$ cat src/rtl/fib_pkg.sv
// Shared types and widths for the FIB lookup arbiter.
// Holds the FSM state encoding and the requester id type.
package fib_pkg;

   localparam int PREFIX_W = 64;
   localparam int LEN_W    = 6;

   typedef enum logic [1:0] {
      IDLE  = 2'd0,
      ISSUE = 2'd1,
      WAIT  = 2'd2,
      RESP  = 2'd3
   } state_t;

   typedef enum logic {
      PIT  = 1'b0,
      DATA = 1'b1
   } req_id_t;

   function automatic logic [1:0] id_onehot(input req_id_t id);
      return (id == DATA) ? 2'b10 : 2'b01;
   endfunction

endpackage

$ cat src/rtl/fib_lookup_arbiter_rr.sv
// Two-way round-robin selector between PIT and data-path requests.
// The pointer only breaks ties; a lone request always wins.
module fib_rr_arbiter
   import fib_pkg::*;
(
   input  logic       req_pit,
   input  logic       req_data,
   input  req_id_t    ptr,
   output logic [1:0] win
);

   // one-hot winner, bit 0 = PIT, bit 1 = DATA
   always_comb begin
      win = 2'b00;
      case ({req_data, req_pit})
         2'b01:   win = 2'b01;
         2'b10:   win = 2'b10;
         2'b11:   win = id_onehot(ptr);
         default: win = 2'b00;
      endcase
   end

endmodule

$ cat src/rtl/fib_lookup_arbiter.sv
// Arbitrates PIT and data-path prefix lookups onto a single FIB port.
// Build option: define FIB_ARB_TIMEOUT_EN to enable the WAIT watchdog.
module fib_lookup_arbiter #(
   parameter int PREFIX_W       = fib_pkg::PREFIX_W,
   parameter int LEN_W          = fib_pkg::LEN_W,
   parameter int TIMEOUT_CYCLES = 64
) (
   input  logic                clk,
   input  logic                rst,
   input  logic                pit_req,
   input  logic [PREFIX_W-1:0] pit_prefix,
   input  logic [LEN_W-1:0]    pit_len,
   output logic                pit_gnt,
   output logic                pit_done,
   input  logic                data_req,
   input  logic [PREFIX_W-1:0] data_prefix,
   input  logic [LEN_W-1:0]    data_len,
   output logic                data_gnt,
   output logic                data_done,
   output logic                fib_start,
   output logic [PREFIX_W-1:0] fib_prefix,
   output logic [LEN_W-1:0]    fib_len,
   input  logic                fib_valid,
   input  logic                fib_hit,
   input  logic [LEN_W-1:0]    fib_match_len,
   output logic                res_hit,
   output logic [LEN_W-1:0]    res_match_len,
   output logic                timeout
);
   import fib_pkg::*;

   state_t              state;
   state_t              state_nxt;
   req_id_t             owner;
   req_id_t             ptr;
   req_id_t             sel_id;
   logic [1:0]          win;
   logic [1:0]          own_oh;
   logic [PREFIX_W-1:0] prefix_q;
   logic [LEN_W-1:0]    len_q;
   logic [PREFIX_W-1:0] sel_prefix;
   logic [LEN_W-1:0]    sel_len;
   logic                expire;
   logic [1:0]          gnt_d;
   logic [1:0]          done_d;
   logic                start_d;
   logic                hit_d;
   logic [LEN_W-1:0]    mlen_d;

   fib_rr_arbiter u_rr (
      .req_pit  (pit_req),
      .req_data (data_req),
      .ptr      (ptr),
      .win      (win)
   );

   assign own_oh     = id_onehot(owner);
   assign fib_prefix = prefix_q;
   assign fib_len    = len_q;

   // steer the winning requester's operands
   always_comb begin
      sel_id     = PIT;
      sel_prefix = '0;
      sel_len    = '0;
      unique case (1'b1)
         win[0]: begin
            sel_id     = PIT;
            sel_prefix = pit_prefix;
            sel_len    = pit_len;
         end
         win[1]: begin
            sel_id     = DATA;
            sel_prefix = data_prefix;
            sel_len    = data_len;
         end
         default: ;
      endcase
   end

   // FSM state register
   always_ff @(posedge clk) begin
      if (!rst) state <= IDLE;
      else      state <= state_nxt;
   end

   // FSM next-state logic
   always_comb begin
      state_nxt = state;
      unique case (state)
         IDLE:  if (|win) state_nxt = ISSUE;
         ISSUE: state_nxt = (len_q != '0) ? WAIT : RESP;
         WAIT:  if (fib_valid || expire) state_nxt = RESP;
         RESP:  state_nxt = IDLE;
         default: state_nxt = IDLE;
      endcase
   end

   // next values of the registered pulses and result
   always_comb begin
      gnt_d   = 2'b00;
      done_d  = 2'b00;
      start_d = 1'b0;
      hit_d   = 1'b0;
      mlen_d  = '0;
      unique case (state)
         IDLE: begin
            gnt_d   = win;
            start_d = (|win) && (sel_len != '0);
         end
         ISSUE: begin
            if (len_q == '0) done_d = own_oh;
         end
         WAIT: begin
            if (fib_valid) begin
               done_d = own_oh;
               hit_d  = fib_hit;
               mlen_d = fib_match_len;
            end else if (expire) begin
               done_d = own_oh;
            end
         end
         default: ;
      endcase
   end

   // output registers
   always_ff @(posedge clk) begin
      if (!rst) begin
         pit_gnt       <= 1'b0;
         data_gnt      <= 1'b0;
         pit_done      <= 1'b0;
         data_done     <= 1'b0;
         fib_start     <= 1'b0;
         res_hit       <= 1'b0;
         res_match_len <= '0;
      end else begin
         pit_gnt       <= gnt_d[0];
         data_gnt      <= gnt_d[1];
         pit_done      <= done_d[0];
         data_done     <= done_d[1];
         fib_start     <= start_d;
         res_hit       <= hit_d;
         res_match_len <= mlen_d;
      end
   end

   // transaction owner, operands and round-robin pointer
   always_ff @(posedge clk) begin
      if (!rst) begin
         owner    <= PIT;
         ptr      <= PIT;
         prefix_q <= '0;
         len_q    <= '0;
      end else begin
         if (state == IDLE && (|win)) begin
            owner    <= sel_id;
            prefix_q <= sel_prefix;
            len_q    <= sel_len;
         end
         if (state == RESP) begin
            ptr      <= (owner == PIT) ? DATA : PIT;
            prefix_q <= '0;
            len_q    <= '0;
         end
      end
   end

`ifdef FIB_ARB_TIMEOUT_EN
   localparam int CNT_W = $clog2(TIMEOUT_CYCLES + 1);

   logic [CNT_W-1:0] wd_cnt;

   assign expire = (state == WAIT) && !fib_valid &&
                   (wd_cnt == CNT_W'(TIMEOUT_CYCLES - 1));

   // count WAIT cycles spent without a FIB answer
   always_ff @(posedge clk) begin
      if (!rst || state != WAIT) wd_cnt <= '0;
      else if (!fib_valid)       wd_cnt <= wd_cnt + 1'b1;
   end

   // watchdog pulse coincides with the done pulse
   always_ff @(posedge clk) begin
      if (!rst) timeout <= 1'b0;
      else      timeout <= expire;
   end
`else
   assign expire  = 1'b0;
   assign timeout = 1'b0;
`endif

endmodule

$ cat config.mk
export PLATFORM = sky130hd
export DESIGN_NAME = fib_lookup_arbiter
export DESIGN_NICKNAME = d
export VERILOG_FILES = /design/src/rtl/fib_pkg.sv /design/src/rtl/fib_lookup_arbiter_rr.sv /design/src/rtl/fib_lookup_arbiter.sv
export SDC_FILE = /design/constraint.sdc
export NUM_CORES = 1
export LEC_CHECK = 0
export ABC_AREA = 1
export BUFFER_PORTS_ARGS = -buffer_cell sky130_fd_sc_hd__buf_2
export CAP_MARGIN = 20
export CORE_MARGIN = 8
export CORE_UTILIZATION = 43
export DETAILED_ROUTE_END_ITERATION = 7
export GPL_ROUTABILITY_DRIVEN = 0
export PLACE_DENSITY = 0.88
export REMOVE_ABC_BUFFERS = 1
export SKIP_CTS_REPAIR_TIMING = 1
export SLEW_MARGIN = 10
export SYNTH_ARGS = -nofsm -noshare
export SYNTH_HDL_FRONTEND = slang
export SYNTH_HIERARCHICAL = 1
export SYNTH_SLANG_ARGS = --single-unit
$ cat constraint.sdc
create_clock -name clk -period 2.7 [get_ports clk]
set_input_delay 0.405 -clock clk [delete_from_list [all_inputs] [get_ports clk]]
set_output_delay 0.405 -clock clk [all_outputs]
set_load 0.02 [all_outputs]
Word level (Yosys, flattened, before mapping)
Index checks and enable logic that the tools add are counted.

word-level totals
  bits in registers = 86
  output and inout port bits = 83

operators by class
  eq/ne operators = 8
  reductions and logical operators = 11
  multiplexer cells = 14
  bitwise gates (word level) = 1

operators with widths
  kind                number
  $pmux 64 s2         1
  $mux 2              6
  $pmux 6 s2          1
  $reduce_bool 6->1   2
  $eq 2x2->1 const B  4
  $pmux 2 s4          1
  $logic_not 6->1     1
  $pmux 2 s3          1
  $eq 2x1->1 const B  2
  $ne 2x2->1 const B  2
  $pmux 2 s2          1
  $reduce_and 2->1    2
  $reduce_or 2->1     2
  $mux 1              3
  $reduce_and 3->1    1
  $logic_and 1x1->1   2
  $logic_not 2->1     1
  $not 1->1           1

Logic depth before layout (Yosys ltp)
Gate-level depths: netlist of the first run.

  depth after elaboration = 5
  gate-level depth with buffers = 11

By module
Netlist of the first run, hierarchy kept.

modules (own cells, without submodules)
  module              area an instance (µm²)  cells each  times used  sequential area each (µm²)
  fib_lookup_arbiter  3848.7                  486         1           1721.7
  fib_rr_arbiter      20.0                    5           1           0.0

Least setup slack after synthesis of the first run
Ideal clock, no wire load.

  path kind = register to register
  start = register state[0]
  end = register prefix_q[10], in the netlist fib_prefix[10]
  clock period less this slack = 1447 ps
  path slack = 1253 ps
  arrival = 1377 ps
  cell stages (with the launch flop) = 10
  buffers on the path = 2
  path through = dfxtp_1 inv_1 ha_1 inv_1 nor2_8 inv_2 buf_6 buf_4 nand2_1 a21oi_1

on the way
  cells in the longest elaborated chain, start to end = 2

ends and longest elaborated chain
  item                                                                   line                                                  RTL
  start: declaration                                                     fib_lookup_arbiter.sv:32                              state_t state;
  start signal: assignment                                               fib_lookup_arbiter.sv:84                              else state <= state_nxt;
  $eq 2x2->1 or $logic_not 2->1 (tied branches)                          fib_lookup_arbiter.sv:161, fib_lookup_arbiter.sv:156
  $reduce_or 2->1 (no source line) or $logic_and 1x1->1 (tied branches)  n/a
  end signal: assignment                                                 fib_lookup_arbiter.sv:158                             prefix_q <= sel_prefix;
  end: declaration                                                       fib_lookup_arbiter.sv:39                              logic [PREFIX_W-1:0] prefix_q;

Parallel ways exist; a longest one is shown, timed or not.
A chain may end at the register's enable or synchronous reset.

Worst setup path after layout of the first run
  start = register state[0]
  end = register ptr

on the way
  cells in the longest elaborated chain, start to end = 1

ends and longest elaborated chain
  item                    line                       RTL
  $eq 2x2->1              fib_lookup_arbiter.sv:161  if (state == RESP) begin
  end signal: assignment  fib_lookup_arbiter.sv:162  ptr <= (owner == PIT) ? DATA : PIT;
  end: declaration        fib_lookup_arbiter.sv:35   req_id_t ptr;

No other way between the ends.

==> results of run 1 <==
worst paths after layout:
path              slack [ns]                     endpoint
setup / recovery        0.71             ptr$_SDFFE_PN0P_
hold / removal          0.28           res_hit$_SDFF_PN0_
setup reg to reg        0.71             ptr$_SDFFE_PN0P_
hold reg to reg         0.46  fib_prefix[31]$_SDFFE_PP0P_
worst register-to-register path, cell delays in order (launching register included):
cell     delay (ns)
dfxtp_1        0.43
ha_1           0.20
or2_2          0.65
buf_4          0.48
a21oi_1        0.12
synthesized netlist by cell type, drive strengths merged:
master / instances
buf: 22
a22o: 63
o22ai: 1
a21oi: 70
ha: 5
inv: 23
o21ai: 2
dfxtp: 86
clkbuf: 18
a211oi: 5
nand2: 162
nand3: 3
nor3: 1
or2: 2
nor2: 27
conb: 1
cells by family after synthesis:
family,Yosys count,share of synthesized area
DFF,86,0.445
and+or+nand+nor,195,0.201
other,1,0.000969
AOI/OAI and AO/OA,141,0.254
adders and majority gates,5,0.0162
buffers and inverters,63,0.0828
final cells by class:
class	instances	area, um^2	area share
Clock buffer	9	124	0.0238
Clock inverter	7	72.6	0.0139
Inverter	23	86.3	0.0166
Multi-Input combinational cell	342	1840	0.354
Sequential cell	86	1720	0.331
Tap cell	108	135	0.0260
Timing Repair Buffer	239	1220	0.235
stage by stage:
stage	setup TNS (ns)	instance area, um^2
floorplan	-142.77	3630
global placement	0	5010
detailed placement	0	5010
CTS	0	5200
global route	0	5200
finish	0	5200
power groups by stage:
stage | combinational (W) | sequential (W) | clock [W]
after floorplan | 0.00112 | 0.00204 | 0
after global placement | 0.00212 | 0.00172 | 0
after detailed placement | 0.00219 | 0.00173 | 0
after CTS | 0.00219 | 0.00170 | 0.000928
after global routing | 0.00240 | 0.00174 | 0.000986
final | 0.00217 | 0.00171 | 0.000900
per-layer routing:
metal / part of all wire / global-route usage
met1: 0.38 / 0.197
met2: 0.52 / 0.349
met3: 0.081 / 0.0676
met4: 0.013 / 0.0568
met5: 0 / 0
flip-flops by register name (all words and copies together), names as in the netlist:
| register | cells |
|---|---|
| res_hit | 1 |
| fib_len | 6 |
| pit_gnt | 1 |
| data_gnt | 1 |
| state | 2 |
| fib_prefix | 64 |
| ptr | 1 |
| fib_start | 1 |
| owner | 1 |
| res_match_len | 6 |
| data_done | 1 |
| pit_done | 1 |
==> results.yml, run 1 <==
outcome:
  outcome: "finished, final reports clean"
grt:
  grt-ovfl-total: 0
  grt_pass1_wl_mm: 20.1
  first_global_vias: 4317
  grt_usage: 0.190
  grt_max_degree: 72
  antenna_found_initial: 0
sta:
  maxSlewViolCount: 0
  rsz0062_at_grt: "no"
  hold_viol_final: 0
  min_period_ns: 1.99
  hold_slack_ns: 0.277
  fin_skew_ns: 0.00666
  min_period_over_period: 0.738
  tightest_slew_ns: 0.813
  slew_headroom: 0.458
  setup_ws_ns: 0.708
  setup_viol: 0
  fmax_mhz: 502
place:
  dp_hpwl_mm: 9.23
  place_ws_ns: 0.706
  port_buffers: 233
  dp_cells: 798
yosys:
  synth_area_leaders: "dfxtp_1, nand2_1, a22o_1"
  ys_seq_area_frac: 0.445
  yosys_warnings: 6
  syn_avg_cell_area_um2: 7.88
  yosysTopAreaCellShare: 0.445
  ys_types: 21
  synth-seq-cells: 86
  syn-cell-area_mm2: 0.00387
  synth_cells: 491
  yosysTopAreaCell: "dfxtp_1"
worst_setup_path:
  worst-path-buf-inv: 1
  crit_chain: "ha_1 > or2_2 > buf_4 > a21oi_1"
  rr_startpoint: "state[0]$_SDFFE_PN0P_"
  worst-r2r-cell-count: 4
  crit_slowest_cell: "or2_2"
  max_stage_delay_ns: 0.65
  cp-startpoint: "state[0]$_SDFFE_PN0P_"
  cp_data_required_time_ns: 2.92
  cp-start-kind: "flip-flop"
  crit_arrival_ns: 2.21
  critPathKind: "reg2reg"
  cp.depth: 4
  crit_fanout: 39
  critical_path.top_delay_family: "simple AND/OR/NAND/NOR gates"
  end_kind: "flip-flop"
power_and_ir_drop:
  total_power_w: 0.00478
  sequentialPowerShare: 0.357
  p_int_w: 0.00274
  sw_frac_of_total: 0.428
  switching_power_w: 0.00205
  pwr-share-comb: 0.455
  vdd.ir_drop.worst_v: 0.000437
  powerDensity_mw_per_mm2: 919
  p_leak_nw: 2.67
  p_clk_frac: 0.188
die:
  dieHeight_um: 111
  core_mm2: 0.00872
  start_util: 0.444
  die-area_mm2: 0.0123
  ios: 235
  fp.dieW_um: 111
  placementRows: 34
finish:
  instances_no_fill: 814
  final_common_cell: "buf_2"
  final_core_util: 0.597
  final_cell_mix: "buf_2, nand2_1, dfxtp_1"
  n_antenna_cell: 0
  drive_gt1_frac: 0.381
  synthToLayoutAreaGrowth_pct: 34.5
  n_fill_cell: 787
  finalNetCount: 858
clocking:
  clock_sinks: 86
  htreeDepth: 3
  cts_tree: "built"
  cts_inserted_buffers: 9
  ctsRootBufferMaster: "clkbuf_8"
  cts.clk_slew.worst_paths_ns: 0.09
  insertion_delay_ns: 0.34
  cts.path.max_buffers: 2
worst_hold_path:
  min_path_cells: 3
  worstHoldStart: "fib_hit"
  hp-class: "in2reg"
drt:
  antenna_left: 0
  vias: 4133
  wl_per_cell_um: 15.0
  drc: 0
  initialDrtViolationCount: 187
  drt-total-wl_mm: 12.2
  firstDrtPassIters: 4
  viasPerCell: 5.08
run:
  cap_violations: 0
Power figures use the tool's default switching activity.
==> inputs of run 2 (changes only) <==
clock period = 2 ns   (was 2.7 ns; I/O delays follow)
==> results.yml, run 2 (synthesis results as in run 1) <==
die:
  core_mm2: 0.00872
  fp.dieW_um: 111
  start_util: 0.444
  ios: 235
  dieHeight_um: 111
  die-area_mm2: 0.0123
  placementRows: 34
drt:
  antenna_left: 0
  drt-total-wl_mm: 12.4
  vias: 4155
  wl_per_cell_um: 15.2
  viasPerCell: 5.09
  initialDrtViolationCount: 160
  firstDrtPassIters: 4
  drc: 0
grt:
  grt_pass1_wl_mm: 20.2
  grt_max_degree: 72
  first_global_vias: 4261
  antenna_found_initial: 0
  grt-ovfl-total: 0
  grt_usage: 0.195
finish:
  n_antenna_cell: 0
  final_common_cell: "buf_2"
  drive_gt1_frac: 0.383
  n_fill_cell: 767
  instances_no_fill: 816
  largest_reg_flops: 64
  finalNetCount: 860
  final_cell_mix: "buf_2, nand2_1, dfxtp_1"
  final_area_mm2: 0.00526
  synthToLayoutAreaGrowth_pct: 35.9
sta:
  rsz0062_at_grt: "no"
  min_period_over_period: 0.855
  setup_ws_ns: 0.290
  setup_viol: 0
  fin_skew_ns: 0.00951
  maxSlewViolCount: 0
  hold_viol_final: 0
  min_period_ns: 1.71
  fmax_mhz: 585
  fin_setup_tns_ns: 0
worst_setup_path:
  crit_arrival_ns: 1.94
  critical_path.top_delay_family: "buffers and inverters"
  critPathKind: "reg2reg"
  worst-path-buf-inv: 3
  critPathMostFrequentCell: "inv_1"
  end_kind: "flip-flop"
  max_stage_delay_ns: 0.36
  cp-start-kind: "flip-flop"
  cp_data_required_time_ns: 2.23
  crit_slowest_cell: "dfxtp_1"
  crit_fanout: 38
  crit_chain: "inv_1 > ha_1 > inv_1 > nor2_8 > buf_4 > nand2_1 > a21oi_1 > nor3_2"
outcome:
  outcome: "finished, final reports clean"
place:
  port_buffers: 233
  dp_hpwl_mm: 9.53
  dp_cells: 800
  place_ws_ns: 0.287
  place_area_mm2: 0.00505
clocking:
  cts.path.max_buffers: 2
  cts_tree: "built"
  cts.clk_slew.worst_paths_ns: 0.09
  clock_sinks: 86
  htreeDepth: 3
  cts_inserted_buffers: 9
  ctsRootBufferMaster: "clkbuf_8"
  insertion_delay_ns: 0.34
power_and_ir_drop:
  p_leak_nw: 2.69
  vdd.ir_drop.worst_v: 0.000510
  powerDensity_mw_per_mm2: 1240
  total_power_w: 0.00654
worst_hold_path:
  hp-class: "in2reg"
run:
  cap_violations: 0
[run 2: cell count changes in the layout (fill, tap and decap cells not counted), sizes merged]
cell and delta:
clkinv -2, clkbuf +2, buf +2, clkinvlp +1, inv -1
[run 2: final timing paths]
path	from	to	depth (start not counted)	slack [ns]
worst min-delay path	fib_match_len[2]	res_match_len[2]$_SDFF_PN0_	3	0.16
worst max register to register	state[0]$_SDFFE_PN0P_	fib_prefix[42]$_SDFFE_PP0P_	8	0.29
worst min register to register	fib_prefix[47]$_SDFFE_PP0P_	fib_prefix[47]$_SDFFE_PP0P_	2	0.47
worst max-delay path	state[0]$_SDFFE_PN0P_	fib_prefix[42]$_SDFFE_PP0P_	8	0.29
[run 2: tightest hold or removal path, stage by stage]
cell and delay (ns):
buf_2 0.09, inv_1 0.04, nor2_1 0.03
[run 2: layout make-up]
cell class	instances	area (um^2)	share of cell area
Multi-Input combinational cell	342	1840	0.350
Inverter	23	86.3	0.0164
Timing Repair Buffer	241	1260	0.240
Clock buffer	11	151	0.0288
Tap cell	108	135	0.0257
Sequential cell	86	1720	0.328
Clock inverter	5	57.6	0.0109
[run 2: routing by layer]
layer,wire (um),share of wire,up-vias,global-route usage
met5,0,0,-,0
met4,327,0.026,0,0.0856
met3,997,0.080,30,0.0682
met2,6360,0.51,179,0.346
met1,4760,0.38,1890,0.201
li1,-,-,2056,-
[run 2: metrics by stage]
step | util | hold WS, ns
after global routing | 0.603 | 0.131
after floorplan | - | 0.412
final | 0.603 | 0.157
after CTS | 0.603 | 0.137
after global placement | 0.579 | 0.448
after detailed placement | 0.579 | 0.454
[run 2: where the power goes]
part / switching [W] / internal [W] / leakage [nW]
registers: 0.000204 / 0.00210 / 0.703
logic: 0.00193 / 0.00105 / 1.89
clock network: 0.000618 / 0.000644 / 0.0976
total: 0.00275 / 0.00379 / 2.69
==> inputs of run 3 (changes only) <==
CORE_MARGIN = unset   (was 8)
SKIP_LAST_GASP = 1   (was unset)
clock period = 1.9 ns   (was 2 ns; I/O delays follow)
==> results.yml, run 3 (synthesis results as in run 1) <==
clocking:
  cts_tree: "built"
  insertion_delay_ns: 0.34
  htreeDepth: 3
  cts_inserted_buffers: 9
  ctsRootBufferMaster: "clkbuf_8"
  cts.path.max_buffers: 2
  cts.clk_slew.worst_paths_ns: 0.09
  clock_sinks: 86
grt:
  first_global_vias: 3928
  grt-ovfl-total: 0
  grt_usage: 0.220
  antenna_found_initial: 2
  grt_max_degree: 52
  grt_pass1_wl_mm: 17.1
sta:
  setup_viol: 0
  min_period_over_period: 0.928
  fin_skew_ns: 0.0126
  rsz0062_at_grt: "no"
  min_period_ns: 1.76
  hold_viol_final: 0
  maxSlewViolCount: 0
  fmax_mhz: 567
finish:
  drive_gt1_frac: 0.385
  final_common_cell: "buf_2"
  n_fill_cell: 789
  finalNetCount: 862
  multi_input_area_mm2: 0.00184
  final_core_util: 0.607
  largest_reg_flops: 64
  synthToLayoutAreaGrowth_pct: 36.9
  instances_no_fill: 820
  final_cell_mix: "buf_2, nand2_1, dfxtp_1"
  seq_area_mm2: 0.00172
drt:
  firstDrtPassIters: 4
  initialDrtViolationCount: 87
  antenna_left: 0
  vias: 4091
  drc: 0
  wl_per_cell_um: 12.7
  viasPerCell: 4.99
  drt-total-wl_mm: 10.5
place:
  port_buffers: 233
  dp_cells: 802
  dp_hpwl_mm: 7.72
die:
  fp.dieW_um: 96.9
  core_mm2: 0.00872
  ios: 235
  die-area_mm2: 0.00938
  dieHeight_um: 96.9
  start_util: 0.444
  placementRows: 34
worst_setup_path:
  rr_startpoint: "state[0]$_SDFFE_PN0P_"
  reg2reg_slack_ns: 0.14
  end_kind: "flip-flop"
  critPathKind: "reg2reg"
  crit_fanout: 31
  cp_data_required_time_ns: 2.17
  r2r_end: "fib_prefix[62]$_SDFFE_PP0P_"
  crit_arrival_ns: 2.03
  worst-r2r-cell-count: 8
  cp-start-kind: "flip-flop"
power_and_ir_drop:
  powerDensity_mw_per_mm2: 1330
  p_leak_nw: 2.72
  total_power_w: 0.00707
  vdd.ir_drop.worst_v: 0.000572
outcome:
  outcome: "finished, final reports clean"
run:
  cap_violations: 0
worst_hold_path:
  min_path_cells: 3
  worstHoldStart: "fib_match_len[5]"
  hp-class: "in2reg"
  holdPathEnd: "res_match_len[5]$_SDFF_PN0_"
## run 3: cell count changes in the layout (fill, tap and decap cells not counted)
| cell | before | now |
|---|---|---|
| clkinv_2 | 1 | 0 |
| bufinv_16 | 1 | 2 |
| inv_6 | 0 | 1 |
| clkinvlp_4 | 3 | 0 |
| clkinv_4 | 0 | 1 |
| buf_4 | 5 | 8 |
| inv_8 | 0 | 1 |
| buf_12 | 3 | 2 |
| diode_2 | 0 | 2 |
## run 3: worst max-delay path: stages, from the launching register on
cell and delay [ns]:
dfxtp_1 0.43, inv_1 0.12, ha_1 0.26, inv_1 0.15, nor2_8 0.07, inv_2 0.07, buf_4 0.30, nand2_1 0.10
a21oi_1 0.16
## run 3: worst max-delay path by stage
stage,cells past startpoint,to,slack (ns),startpoint
after global routing,8,fib_prefix[62]$_SDFFE_PP0P_,0.02,state[0]$_SDFFE_PN0P_
after floorplan,6,fib_len[0]$_SDFFE_PP0P_,-2.71,ptr$_SDFFE_PN0P_
after global placement,8,fib_prefix[62]$_SDFFE_PP0P_,0.34,state[0]$_SDFFE_PN0P_
after detailed placement,8,fib_prefix[62]$_SDFFE_PP0P_,0.19,state[0]$_SDFFE_PN0P_
final,8,fib_prefix[62]$_SDFFE_PP0P_,0.14,state[0]$_SDFFE_PN0P_
after CTS,8,fib_prefix[62]$_SDFFE_PP0P_,0.18,state[0]$_SDFFE_PN0P_
## run 3: power breakdown
part / switching (W) / internal (W) / total (W)
clock network: 0.000667 / 0.000829 / 0.00150
logic: 0.00201 / 0.00113 / 0.00315
registers: 0.000216 / 0.00221 / 0.00243
total: 0.00290 / 0.00417 / 0.00707
## run 3: metal layers
layer,vias to the layer above,part of all wire,track usage
met5,-,0,0
met4,0,0.021,0.0930
met1,1839,0.42,0.248
li1,2066,-,-
met3,23,0.066,0.0527
met2,163,0.49,0.393
## run 3: area by class of cell
| cell class | instances | area share |
|---|---|---|
| Timing Repair Buffer | 243 | 0.239 |
| Tap cell | 108 | 0.0255 |
| Antenna cell | 2 | 0.000945 |
| Sequential cell | 86 | 0.325 |
| Inverter | 23 | 0.0163 |
| Clock inverter | 5 | 0.0168 |
| Multi-Input combinational cell | 342 | 0.348 |
| Clock buffer | 11 | 0.0286 |
## run 3: through the flow
| stage | hold slack [ns] | setup TNS [ns] | worst slack, ns | area (um^2) |
|---|---|---|---|---|
| global placement | 0.449 | 0 | 0.336 | 5050 |
| finish | 0.142 | 0 | 0.137 | 5300 |
| CTS | 0.123 | 0 | 0.181 | 5290 |
| detailed placement | 0.454 | 0 | 0.194 | 5050 |
| global route | 0.124 | 0 | 0.0242 | 5290 |
| floorplan | 0.397 | -194.89 | -2.71 | 3630 |
